<file path="src/rtl/id_ex_reg.sv">
// ID/EX pipeline register: captures decode-stage operands and control into the execute stage.
// Optional bubble counter (BubbleCountE) is built only when IDEX_PERF_CNT_EN is defined.
module id_ex_reg #(
  parameter int WIDTH = 32
) (
  input  logic             clk,
  input  logic             rst,
  input  logic             StallE,
  input  logic             FlushE,
  input  logic [WIDTH-1:0] RD1D,
  input  logic [WIDTH-1:0] RD2D,
  input  logic [WIDTH-1:0] PCD,
  input  logic [WIDTH-1:0] PCPlus4D,
  input  logic [WIDTH-1:0] ImmExtD,
  input  logic [4:0]       Rs1D,
  input  logic [4:0]       Rs2D,
  input  logic [4:0]       RdD,
  input  logic             RegWriteD,
  input  logic             MemWriteD,
  input  logic             JumpD,
  input  logic             BranchD,
  input  logic             ALUSrcD,
  input  logic [1:0]       ResultSrcD,
  input  logic [2:0]       ALUControlD,
  output logic [WIDTH-1:0] RD1E,
  output logic [WIDTH-1:0] RD2E,
  output logic [WIDTH-1:0] PCE,
  output logic [WIDTH-1:0] PCPlus4E,
  output logic [WIDTH-1:0] ImmExtE,
  output logic [4:0]       Rs1E,
  output logic [4:0]       Rs2E,
  output logic [4:0]       RdE,
  output logic             RegWriteE,
  output logic             MemWriteE,
  output logic             JumpE,
  output logic             BranchE,
  output logic             ALUSrcE,
  output logic [1:0]       ResultSrcE,
  output logic [2:0]       ALUControlE,
  output logic             ValidE
`ifdef IDEX_PERF_CNT_EN
  ,output logic [31:0]     BubbleCountE
`endif
);

  // A flush wins over a stall: the bubble is fully zeroed so RdE=0 never matches forwarding.
  always_ff @(posedge clk) begin
    if (rst || FlushE) begin
      RD1E        <= '0;
      RD2E        <= '0;
      PCE         <= '0;
      PCPlus4E    <= '0;
      ImmExtE     <= '0;
      Rs1E        <= '0;
      Rs2E        <= '0;
      RdE         <= '0;
      RegWriteE   <= 1'b0;
      MemWriteE   <= 1'b0;
      JumpE       <= 1'b0;
      BranchE     <= 1'b0;
      ALUSrcE     <= 1'b0;
      ResultSrcE  <= '0;
      ALUControlE <= '0;
      ValidE      <= 1'b0;
    end else if (!StallE) begin
      RD1E        <= RD1D;
      RD2E        <= RD2D;
      PCE         <= PCD;
      PCPlus4E    <= PCPlus4D;
      ImmExtE     <= ImmExtD;
      Rs1E        <= Rs1D;
      Rs2E        <= Rs2D;
      RdE         <= RdD;
      RegWriteE   <= RegWriteD;
      MemWriteE   <= MemWriteD;
      JumpE       <= JumpD;
      BranchE     <= BranchD;
      ALUSrcE     <= ALUSrcD;
      ResultSrcE  <= ResultSrcD;
      ALUControlE <= ALUControlD;
      ValidE      <= 1'b1;
    end
  end

`ifdef IDEX_PERF_CNT_EN
  logic [31:0] bubble_cnt;

  // Saturating count of inserted bubbles; stalls do not advance it.
  always_ff @(posedge clk) begin
    if (rst) begin
      bubble_cnt <= '0;
    end else if (FlushE && (bubble_cnt != 32'hFFFF_FFFF)) begin
      bubble_cnt <= bubble_cnt + 32'd1;
    end
  end

  assign BubbleCountE = bubble_cnt;
`endif

endmodule

</file>
<file path="config.mk">
export PLATFORM = sky130hd
export DESIGN_NAME = id_ex_reg
export DESIGN_NICKNAME = d
export VERILOG_FILES = /design/src/rtl/id_ex_reg.sv
export SDC_FILE = /design/constraint.sdc
export NUM_CORES = 1
export LEC_CHECK = 0
export BUFFER_PORTS_ARGS = -buffer_cell sky130_fd_sc_hd__clkbuf_2
export CAP_MARGIN = 0
export CORE_AREA = 2 2 145 147
export CTS_BUF_LIST = sky130_fd_sc_hd__clkbuf_4
export CTS_CLUSTER_SIZE = 8
export DETAILED_ROUTE_END_ITERATION = 8
export DIE_AREA = 0 0 147 149
export GPL_TIMING_DRIVEN = 1
export PLACE_DENSITY = 0.59
export SETUP_SLACK_MARGIN = 0.02
export SYNTH_ARGS = -nofsm -noshare
export SYNTH_HDL_FRONTEND = slang
export SYNTH_SLANG_ARGS = --single-unit
</file>
<file path="constraint.sdc">
create_clock -name clk -period 2 [get_ports clk]
set_input_delay 0.3 -clock clk [delete_from_list [all_inputs] [get_ports clk]]
set_output_delay 0.3 -clock clk [all_outputs]
set_load 0.005 [all_outputs]
</file>
---- Word level (Yosys, flattened, before mapping) ----
Cells that the tools add are included.
word-level totals
  register bits ........................... 186
  input port bits ......................... 189
  output and inout bits ................... 186
  word-level logic and storage cells ...... 17
cells by class
  reductions and logical operators ........ 1
operators by type and width
  kind              number
  logical OR 1 bit  1

---- Logic depth before layout (Yosys ltp) ----
Gate-level depths: netlist of run 1.
  word-level depth ........................ 1
  mapped depth ............................ 5

---- Least setup slack after synthesis of run 1 ----
Ideal clock, no wire load.
  path type ............................... input -> register
  start ................................... input port StallE
  end ..................................... register ImmExtE[14]
  arrival ................................. 0.975 ns
  path slack .............................. 0.911 ns
  cell stages on the path ................. 5
  buffers on the path ..................... 3
  cell sequence ........................... buf_2 buf_6 buf_4 mux2i_1 nor2_1
RTL lines
  what                  RTL line  source
  from (decl)           8         input logic StallE,
  to (signal assigned)  70        ImmExtE <= ImmExtD;
  to (decl)             29        output logic [WIDTH-1:0] ImmExtE,

---- Worst setup path in the final report of run 1 ----
  start ................................... register ImmExtE[14]
  end ..................................... output port ImmExtE[14]
No word-level cell between the ends.

==> results of run 1 <==
## flip-flops by register name, indices dropped and copies added (netlist names)
name,cells
ALUControlE,3
ALUSrcE,1
BranchE,1
ImmExtE,32
JumpE,1
MemWriteE,1
PCE,32
PCPlus4E,32
RD1E,32
RD2E,32
RdE,5
RegWriteE,1
ResultSrcE,2
Rs1E,5
Rs2E,5
ValidE,1
## per-stage QoR
stage               setup slack (ns)  std cells  hold slack, ns  util, %  power [mW]
global route                   0.498       1445           0.134     52.8        7.30
global placement               0.645       1227           0.439     42.5        4.77
floorplan                      0.911        601           0.444        -        4.41
detailed placement             0.636       1227           0.450     42.5        4.78
finish                         0.607       1445           0.208     52.8        6.96
CTS                            0.515       1444           0.126     52.8        7.05
## logic make-up after synthesis
| logic type | count (synthesis) | synth area share (%) |
|---|---|---|
| buffers and inverters | 43 | 5.67 |
| AO/OA/AOI/OAI | 1 | 0.0751 |
| multiplexers | 185 | 27.8 |
| flip-flops | 186 | 55.9 |
| AND/OR/NAND/NOR | 186 | 10.5 |
## metal layers
layer,part of all wire (%),GRT usage (%)
met5,0,0
met4,2.6,6.78
met3,6.2,4.80
met2,51,31.5
met1,40,19.1
## power by group
group          total (mW)  internal [mW]  switching (mW)
sequential           3.90           3.83          0.0658
combinational        1.11          0.668           0.442
clock                1.96          0.576            1.38
total                6.96           5.08            1.89
## final timing paths
path	end	slack (ns)
worst min register to register	ValidE	0.46
worst max register to register	PCPlus4E[26]	1.29
worst min-delay path	ImmExtE[2]	0.21
worst max-delay path	ImmExtE[14]	0.61
## layout by cell type, fill, tap and decap left out
master | synthesis | layout
a21oi_1 | 1 | 1
buf_12 | 0 | 7
buf_4 | 10 | 12
buf_8 | 0 | 1
clkbuf_2 | 0 | 373
clkbuf_4 | 0 | 20
clkinv_4 | 0 | 1
clkinvlp_4 | 0 | 5
dfxtp_1 | 186 | 186
diode_2 | 0 | 1
dlygate4sd3_1 | 0 | 185
inv_1 | 1 | 1
inv_6 | 0 | 2
inv_8 | 0 | 4
mux2i_1 | 185 | 185
nor2_1 | 185 | 185
or2_4 | 0 | 1
## final cells by class
cell class              count  area share [%]
repair buffers            578            36.5
flip-flops and latches    186            34.3
multi-input cells         372            23.6
well taps                 275            3.17
clock buffers              20            1.38
clock inverters            12            1.00
inverters                   1          0.0346
diodes                      1          0.0230
==> summary.md, run 1 <==
| Metric | Value |
|---|---|
| Core Area | 20,600 um^2 |
| Layout cells sized above 1 | 36.4% |
| Vias | 6,149 |
| CTS buffer count | 17 |
| Worst setup path class | flop to primary output |
| Placer Congestion | 0.774 |
| Fin area | 10,900 um^2 |
| Max Freq | 718 MHz |
| Hold buffer count at CTS | 185 |
| Starting DRT DRC Count | 150 |
| Slowest stage delay, CP | 0.41 ns |
| Clock latency on the worst-skew pair | 0.55 ns |
| Yosys cell types | 10 |
| Critical path launch point type | flop |
| Nets | 1,345 |
| CP Depth | 1 |
| Max VDD drop | 0.308 mV |
| Worst setup EP type | primary output |
| Residual DRC count | 0 |
| Cells taking the most area after synthesis | dfxtp_1, mux2i_1, nor2_1 |
| Die extent in x | 147 um |
| Area after DPL | 8740 um^2 |
| Post-synth EDFFs | 0 |
| I/O pin count | 375 |
| Fin crit share | 69.6% |
| GRT Util Overall | 17.3% |
| Leading area contributor after synthesis | dfxtp_1 |
| Register area share after synthesis | 55.9% |
| Hold Fails Final Rpt | 0 |
| Hold_sp | StallE |
| Cts repair resizes | 0 |
| Worst Hold Class | input pin to flop |
| Port Buffers | 374 |
| WP data required | 1.70 ns |
| Number of antenna violations at the first check in global routing | 1 |
| Syn_nets | 790 |
| Post-synth ARST share | 0% |
| Synthesized area per cell | 11.1 um^2 |
| HPWL after DPL | 13,200 um |
| WL per Instance | 13.9 um |
| Status | complete, no violations |
| Kind of cell adding the most delay to the critical path | flip-flops |
| Worst-path clk slew | 0.17 ns |
| Clk sink count | 186 |
| Ys flop type | dfxtp_1 |
| Top-count cell post-synth | dfxtp_1 |
| Antenna-violating nets left | 0 |
| Area Growth Syn to Fin | 63.0% |
| H-tree levels | 4 |
| Fin Setup TNS | 0 ns |
| Vias in the first global route | 6,122 |
| Drt total wl | 20,000 um |
| Total gr overflow | 0 |
| Worst-path fanout max | 2 |
| CP startpoint | ImmExtE[14] |
| FF+latch count, synth | 186 |
| Min-Delay Path Depth | 3 |
| Post-CTS Setup Inserts | 0 |
| Synth top area share | 55.9% |
| Max-slew violations | 0 |
| Leakage | 5.51 nW |
| Final setup viols | 0 |
| Die height | 149 um |
| Pre-antenna DRT Iters | 5 |
| CTS tree | built |
| Max Buffers Root-to-Sink | 2 |
| Fill count | 1,843 |
| Clock root cell | clkbuf_4 |
| Actual slew at the worst max-slew pin | 0.449 ns |
| Crit-path slowest cell | dfxtp_1 |
| Seq. cell area | 3720 um^2 |
| Top post-synthesis cells by count | dfxtp_1, mux2i_1, nor2_1 |
| WP buf/inv | 1 |
| FF-to-FF Start | PCPlus4E[26] |
| Vias per std cell | 4.26 |
| CP arrival | 1.09 ns |
| Largest net degree at the start of global routing | 42 |
| Post-Syn Area | 6660 um^2 |
| Worst slew margin | 70.0% |
| First-pass GRT wire length | 30,400 um |
| R2R cell count | 2 |
| Die area | 21,900 um^2 |
| Final Skew | 0 ns |
| Minimum clock period | 1.39 ns |
| RSZ-0062 raised after global routing | no |
| Placement row count | 53 |
| Crit-path cells | clkbuf_2 |
| Power density over the cells | 641 nW/um^2 |
| Cells after synthesis | 601 |
| Footprint of the multi-input gates | 2560 um^2 |
| Max-Cap Viols | 0 |
| Initial core utilization | 32.4% |
| Synth warn | 0 |
Note: power is estimated with default switching activity, not from simulation.
==> run 2: changes to the inputs <==
- ABC_AREA: unset -> 1
- PLACE_DENSITY: 0.59 -> 0.64
- clock period: 2 -> 1.35 ns (I/O delays scaled with it)
==> summary.md, run 2 <==
| Metric | Value |
|---|---|
| Footprint of the multi-input gates | 2800 um^2 (was 2560 um^2) |
| Worst slack at placement | 0.194 ns (was 0.636 ns) |
| First-pass GRT wire length | 36,300 um (was 30,400 um) |
| Worst slew margin | 72.9% (was 70.0%) |
| Finished Layout Cells | 2,036 (was 1,445) |
| Cells taking the most area after synthesis | dfxtp_1, nand2_1, nor2_1 (was dfxtp_1, mux2i_1, nor2_1) |
| Port Buffers | 374 (unchanged) |
| Kind of cell adding the most delay to the critical path | flip-flops (unchanged) |
| Fin worst setup slack | 0.0881 ns (was 0.607 ns) |
| HPWL after DPL | 15,200 um (was 13,200 um) |
| Die extent in x | 147 um (unchanged) |
| Actual slew at the worst max-slew pin | 0.407 ns (was 0.449 ns) |
| Hold Fails Final Rpt | 0 (unchanged) |
| Worst setup path class | flop to primary output (unchanged) |
| NetSw | 3.18 mW (was 1.89 mW) |
| Fin Hold WS | 0.0618 ns (was 0.208 ns) |
| Top post-synthesis cells by count | nand2_1, nor2_1, dfxtp_1, inv_1, buf_2 (was dfxtp_1, mux2i_1, nor2_1) |
| Power density over the cells | 860 nW/um^2 (was 641 nW/um^2) |
| RSZ-0062 raised after global routing | yes (was no) |
| Die area | 21,900 um^2 (unchanged) |
| Clk sink count | 186 (unchanged) |
| Max-Cap Viols | 0 (unchanged) |
| WP data required | 1.15 ns (was 1.70 ns) |
| Leading area contributor after synthesis | dfxtp_1 (unchanged) |
| Placement row count | 53 (unchanged) |
| Clock latency on the worst-skew pair | 0.56 ns (was 0.55 ns) |
| Post-synth ARST share | 0% (unchanged) |
| Vias per std cell | 4.12 (was 4.26) |
| Synth top area share | 49.4% (was 55.9%) |
| Fin area | 12,700 um^2 (was 10,900 um^2) |
| Largest net degree at the start of global routing | 49 (was 42) |
| Drt total wl | 23,700 um (was 20,000 um) |
| Residual DRC count | 0 (unchanged) |
| Internal | 7.75 mW (was 5.08 mW) |
| H-tree levels | 4 (unchanged) |
| Die height | 149 um (unchanged) |
| Critical path launch point type | flop (unchanged) |
| Post-synthesis xor/xnor area fraction | 0% (unchanged) |
| Seq. cell area | 3950 um^2 (was 3720 um^2) |
| Starting DRT DRC Count | 258 (was 150) |
| Area after DPL | 9880 um^2 (was 8740 um^2) |
| FF+latch count, synth | 186 (unchanged) |
| GRT Util Overall | 20.4% (was 17.3%) |
| Max Buffers Root-to-Sink | 2 (unchanged) |
| CTS tree | built (unchanged) |
| Crit-path slowest cell | dfxtp_2 (was dfxtp_1) |
| Post-synth EDFFs | 0 (unchanged) |
| Fin crit share | 93.5% |
| CP arrival | 1.06 ns (was 1.09 ns) |
| Max-slew violations | 0 (unchanged) |
| Antenna-violating nets left | 0 (unchanged) |
| Register area share after synthesis | 49.4% (was 55.9%) |
| Ys flop type | dfxtp_1 (unchanged) |
| Post-synthesis compound-gate area fraction | 0.0997% (was 0.0752%) |
| Fill count | 1,787 (was 1,843) |
| Synthesized area per cell | 6.41 um^2 (was 11.1 um^2) |
| Area Growth Syn to Fin | 68.9% (was 63.0%) |
| Clock power share | 26.6% (was 28.1%) |
| Largest family of logic cells by synthesized area | simple AND/OR/NAND/NOR gates (was multiplexers) |
| Switch share | 29.1% (was 27.1%) |
| CTS buffer count | 17 (unchanged) |
| Fin util | 61.9% (was 52.8%) |
| Max VDD drop | 0.650 mV (was 0.308 mV) |
| Syn_nets | 1,364 (was 790) |
| Combinational Power Share | 19.3% (was 15.9%) |
| Nets | 1,936 (was 1,345) |
| Core Area | 20,600 um^2 (unchanged) |
| Clock root cell | clkbuf_4 (unchanged) |
| Minimum clock period | 1.26 ns |
| Final Power | 10.9 mW (was 6.96 mW) |
| Crit-path cells | clkbuf_2 (unchanged) |
| Synth warn | 0 (unchanged) |
| Post-synthesis simple-gate area fraction | 37.0% (was 10.5%) |
| Layout cells sized above 1 | 36.0% (was 36.4%) |
| Leading cell types in the layout, fill and taps excluded | nor2_1, nand2_1, clkbuf_2, dlygate4sd3_1, inv_1 (was clkbuf_2, dfxtp_1, mux2i_1, nor2_1, dlygate4sd3_1) |
| Post-Syn Area | 7530 um^2 (was 6660 um^2) |
| Cells after synthesis | 1,175 (was 601) |
| Adder-cell area share of the yosys netlist | 0% (unchanged) |
| Number of antenna violations at the first check in global routing | 1 (unchanged) |
| Post-synthesis mux area share | 0% (was 27.8%) |
| Placer Congestion | 0.786 (was 0.774) |
| Status | complete, no violations (unchanged) |
| Yosys cell types | 10 (unchanged) |
| Max Freq | 792 MHz |
| Fin Setup TNS | 0 ns (unchanged) |
| Slowest stage delay, CP | 0.38 ns (was 0.41 ns) |
| Vias in the first global route | 7,866 (was 6,122) |
| Total gr overflow | 0 (unchanged) |
| Final setup viols | 0 (unchanged) |
| Vias | 8,382 (was 6,149) |
| Final Skew | 0 ns (unchanged) |
| Pre-antenna DRT Iters | 5 (unchanged) |
| WP buf/inv | 1 (unchanged) |
| Placed cell count | 1,795 (was 1,227) |
| WL per Instance | 11.6 um (was 13.9 um) |
| Worst setup EP type | primary output (unchanged) |
| Leakage | 6.63 nW (was 5.51 nW) |
| I/O pin count | 375 (unchanged) |
| Worst Hold Class | input pin to flop (unchanged) |
| Worst-path clk slew | 0.16 ns (was 0.17 ns) |
| Initial core utilization | 36.6% (was 32.4%) |
| Worst-path fanout max | 2 (unchanged) |
| Reg power frac | 54.0% (was 56.0%) |
==> run 2: kinds of logic (layout without fill, tap and decap cells) <==
logic type,Yosys count,count (layout)
buffers and inverters,247,832
AOI/OAI and AO/OA,1,1
other,0,1
DFF,186,186
and+or+nand+nor,741,741
==> run 2: tightest hold or removal path, delay by kind of cell <==
| kind | cells | cell delay (ns) |
|---|---|---|
| buf+inv | 1 | 0.20 |
| simple gates | 2 | 0.19 |
==> run 2: final cells by class <==
| cell class | instances | area share, % |
|---|---|---|
| Antenna cell | 1 | 0.0197 |
| Clock buffer | 18 | 1.06 |
| Clock inverter | 14 | 0.925 |
| Inverter | 186 | 5.49 |
| Multi-Input combinational cell | 742 | 22.0 |
| Sequential cell | 186 | 31.0 |
| Tap cell | 275 | 2.70 |
| Timing Repair Buffer | 614 | 36.8 |
==> run 2: final timing paths <==
path | start | to | slack, ns | depth (start not counted)
setup / recovery | RD2E[26] | RD2E[26] | 0.09 | 1
hold / removal | StallE | RD2E[12] | 0.06 | 3
setup reg to reg | RdE[1] | RdE[1] | 0.16 | 5
hold reg to reg | ValidE | ValidE | 0.48 | 1
==> run 2: repair_timing <==
action	4_1_cts	5_1_grt
hold endpoints to repair	185	0
setup buffers	1	16
gates resized for setup	55	226
setup endpoints to repair	54	176
hold buffers	191	0
==> run 2: power by group through the flow <==
stage	registers (mW)	clock network [mW]	logic (mW)
2_1_floorplan	5.99	0	0.753
3_3_place_gp	5.96	0	1.52
3_5_place_dp	5.97	0	1.54
4_1_cts	5.86	3.05	1.99
5_1_grt	5.94	3.24	2.36
6_report	5.91	2.91	2.12
==> run 2: layer usage <==
layer / global-route usage, % / share of wire [%] / vias to the layer above
met4: 7.64 / 2.3 / 0
li1: - / - / 4454
met1: 22.5 / 40 / 3614
met5: 0 / 0 / -
met2: 37.1 / 50 / 275
met3: 6.02 / 7.0 / 39
==> run 3: changes to the inputs <==
--- a/config.mk
+++ b/config.mk
@@ -7,6 +7,7 @@
 export LEC_CHECK = 0
 export ABC_AREA = 1
+export ABC_CLOCK_PERIOD_IN_PS = 1350
 export BUFFER_PORTS_ARGS = -buffer_cell sky130_fd_sc_hd__clkbuf_2
-export CAP_MARGIN = 0
+export CAP_MARGIN = 15
 export CORE_AREA = 2 2 145 147
 export CTS_BUF_LIST = sky130_fd_sc_hd__clkbuf_4
==> constraint.sdc (replaced) <==
create_clock -name clk -period 1.35 [get_ports clk]
set_input_delay 0.0675 -clock clk [delete_from_list [all_inputs] [get_ports clk]]
set_output_delay 0.0675 -clock clk [all_outputs]
set_load 0.005 [all_outputs]
==> summary.md, run 3 (same netlist as run 2, synthesis figures left out) <==
| Metric | Value |
|---|---|
| Max Buffers Root-to-Sink | 2 (unchanged) |
| GRT Util Overall | 22.6% (was 20.4%) |
| Clock latency on the worst-skew pair | 0.58 ns (was 0.56 ns) |
| Hold Fails Final Rpt | 0 (unchanged) |
| DR WL met2 | 12,900 um (was 11,900 um) |
| Core Area | 20,600 um^2 (unchanged) |
| Worst slew margin | 51.8% (was 72.9%) |
| Vias per std cell | 4.21 (was 4.12) |
| Worst Hold Class | input pin to flop (unchanged) |
| WL per Instance | 12.0 um (was 11.6 um) |
| Final Skew | 0 ns (unchanged) |
| CP dominant cell by count | nand2_1 |
| Max-Cap Viols | 0 (unchanged) |
| Pre-antenna DRT Iters | 4 (was 5) |
| Leakage | 7.02 nW (was 6.63 nW) |
| CTS buffer count | 17 (unchanged) |
| H-tree levels | 4 (unchanged) |
| Worst setup EP type | flop (was primary output) |
| Worst setup path class | flop to flop (was flop to primary output) |
| Power density over the cells | 846 nW/um^2 (was 860 nW/um^2) |
| Initial core utilization | 36.6% (unchanged) |
| Wire length on met1 | 9940 um (was 9560 um) |
| Fin area | 13,000 um^2 (was 12,700 um^2) |
| Crit-path cells | inv_1 -> nand2_1 -> nand2_1 -> nor2_1 -> dlygate4sd3_1 (was clkbuf_2) |
| RSZ-0062 raised after global routing | no (was yes) |
| Clock root cell | clkbuf_4 (unchanged) |
| Slowest stage delay, CP | 0.58 ns (was 0.38 ns) |
| Fin crit share | 94.0% (was 93.5%) |
| Vias in the first global route | 8,645 (was 7,866) |
| WP buf/inv | 2 (was 1) |
| Uppermost layer routed | met4 (unchanged) |
| Most common cell after layout, fill and taps aside | clkbuf_2 |
| Die extent in x | 147 um (unchanged) |
| Detail Route met3 WL | 1770 um (was 1660 um) |
| Kind of cell adding the most delay to the critical path | buffers and inverters (was flip-flops) |
| Die area | 21,900 um^2 (unchanged) |
| Fin Setup TNS | 0 ns (unchanged) |
| Antenna-violating nets left | 0 (unchanged) |
| Minimum clock period | 1.27 ns (was 1.26 ns) |
| Critical path launch point type | flop (unchanged) |
| Crit-path slowest cell | dlygate4sd3_1 (was dfxtp_2) |
| Port Buffers | 374 (unchanged) |
| Vias | 8,919 (was 8,382) |
| CP arrival | 1.78 ns (was 1.06 ns) |
| Worst-path clk slew | 0.16 ns (about the same) |
| HPWL after DPL | 14,700 um (was 15,200 um) |
| Fin Hold WS | 0.0826 ns (was 0.0618 ns) |
| Placement row count | 53 (unchanged) |
| Area Growth Syn to Fin | 73.1% (was 68.9%) |
| Area after DPL | 9700 um^2 (was 9880 um^2) |
| Max VDD drop | 0.431 mV (was 0.650 mV) |
| Largest net degree at the start of global routing | 71 (was 49) |
| CTS tree | built (unchanged) |
| Status | complete, no violations (unchanged) |
| Clk sink count | 186 (unchanged) |
| First-pass GRT wire length | 40,200 um (was 36,300 um) |
| Layout cells sized above 1 | 23.0% (was 36.0%) |
| Total gr overflow | 0 (unchanged) |
| Actual slew at the worst max-slew pin | 0.720 ns (was 0.407 ns) |
| Residual DRC count | 0 (unchanged) |
| Placer Congestion | 0.800 (was 0.786) |
| Starting DRT DRC Count | 293 (was 258) |
| Fin util | 63.4% (was 61.9%) |
| Final setup viols | 0 (unchanged) |
| Number of antenna violations at the first check in global routing | 1 (unchanged) |
| WP data required | 1.86 ns (was 1.15 ns) |
| Die height | 149 um (unchanged) |
| Leading cell types in the layout, fill and taps excluded | clkbuf_2, nor2_1, nand2_1, dlygate4sd3_1, inv_1 (was nor2_1, nand2_1, clkbuf_2, dlygate4sd3_1, inv_1) |
| Post-CTS Setup Inserts | 0 (was 1) |
| Nets | 2,020 (was 1,936) |
| Max Freq | 788 MHz (was 792 MHz) |
| I/O pin count | 375 (unchanged) |
| Drt total wl | 25,500 um (was 23,700 um) |
| Worst-path fanout max | 2 (unchanged) |
| Max-slew violations | 0 (unchanged) |
-- run 3: metal layers --
layer	GRT usage, %	vias up
met5	0	-
met4	10.1	0
met3	6.64	72
met2	41.0	318
met1	24.4	3900
li1	-	4629
-- run 3: worst paths after layout --
kind	startpoint	end	slack (ns)	cells past startpoint
hold reg to reg	ValidE	ValidE	0.49	1
setup reg to reg	ALUSrcE	ALUSrcE	0.08	5
setup / recovery	ALUSrcE	ALUSrcE	0.08	5
hold / removal	StallE	PCPlus4E[24]	0.08	4
-- run 3: power breakdown --
part	switching (mW)	leakage, nW	internal (mW)
sequential	0.124	1.52	5.73
clock	2.16	0.146	0.804
combinational	0.981	5.35	1.22
total	3.26	7.02	7.76
-- run 3: worst register-to-register path, cell delays in order, from the launching register on --
cell and delay [ns]:
dfxtp_1 0.37, inv_1 0.04, nand2_1 0.05, nand2_1 0.07, nor2_1 0.11, dlygate4sd3_1 0.58
-- run 3: cell type report --
type                    count  area, um^2
clock buffers              17         128
repair buffers            698        5210
clock inverters            15         129
diodes                      1        2.50
flip-flops and latches    186        3720
multi-input cells         742        2800
inverters                 186         698
well taps                 275         344
fillers                  1729        7520
-- run 3: what timing repair did --
action                                  4_1_cts  5_1_grt
endpoints found under the setup margin        0       15
gates resized for setup                       0        2
endpoints found under the hold margin       186        0
hold buffers                                307        0
-- run 3: per-stage QoR --
step | instances | setup WS [ns] | total power, mW
final | 2120 | 0.0815 | 11.0
after global routing | 2120 | 0.0275 | 11.6
after CTS | 2119 | 0.0210 | 11.1
after detailed placement | 1780 | 0.313 | 7.45
after global placement | 1780 | 0.348 | 7.42
after floorplan | 1175 | 0.585 | 6.74
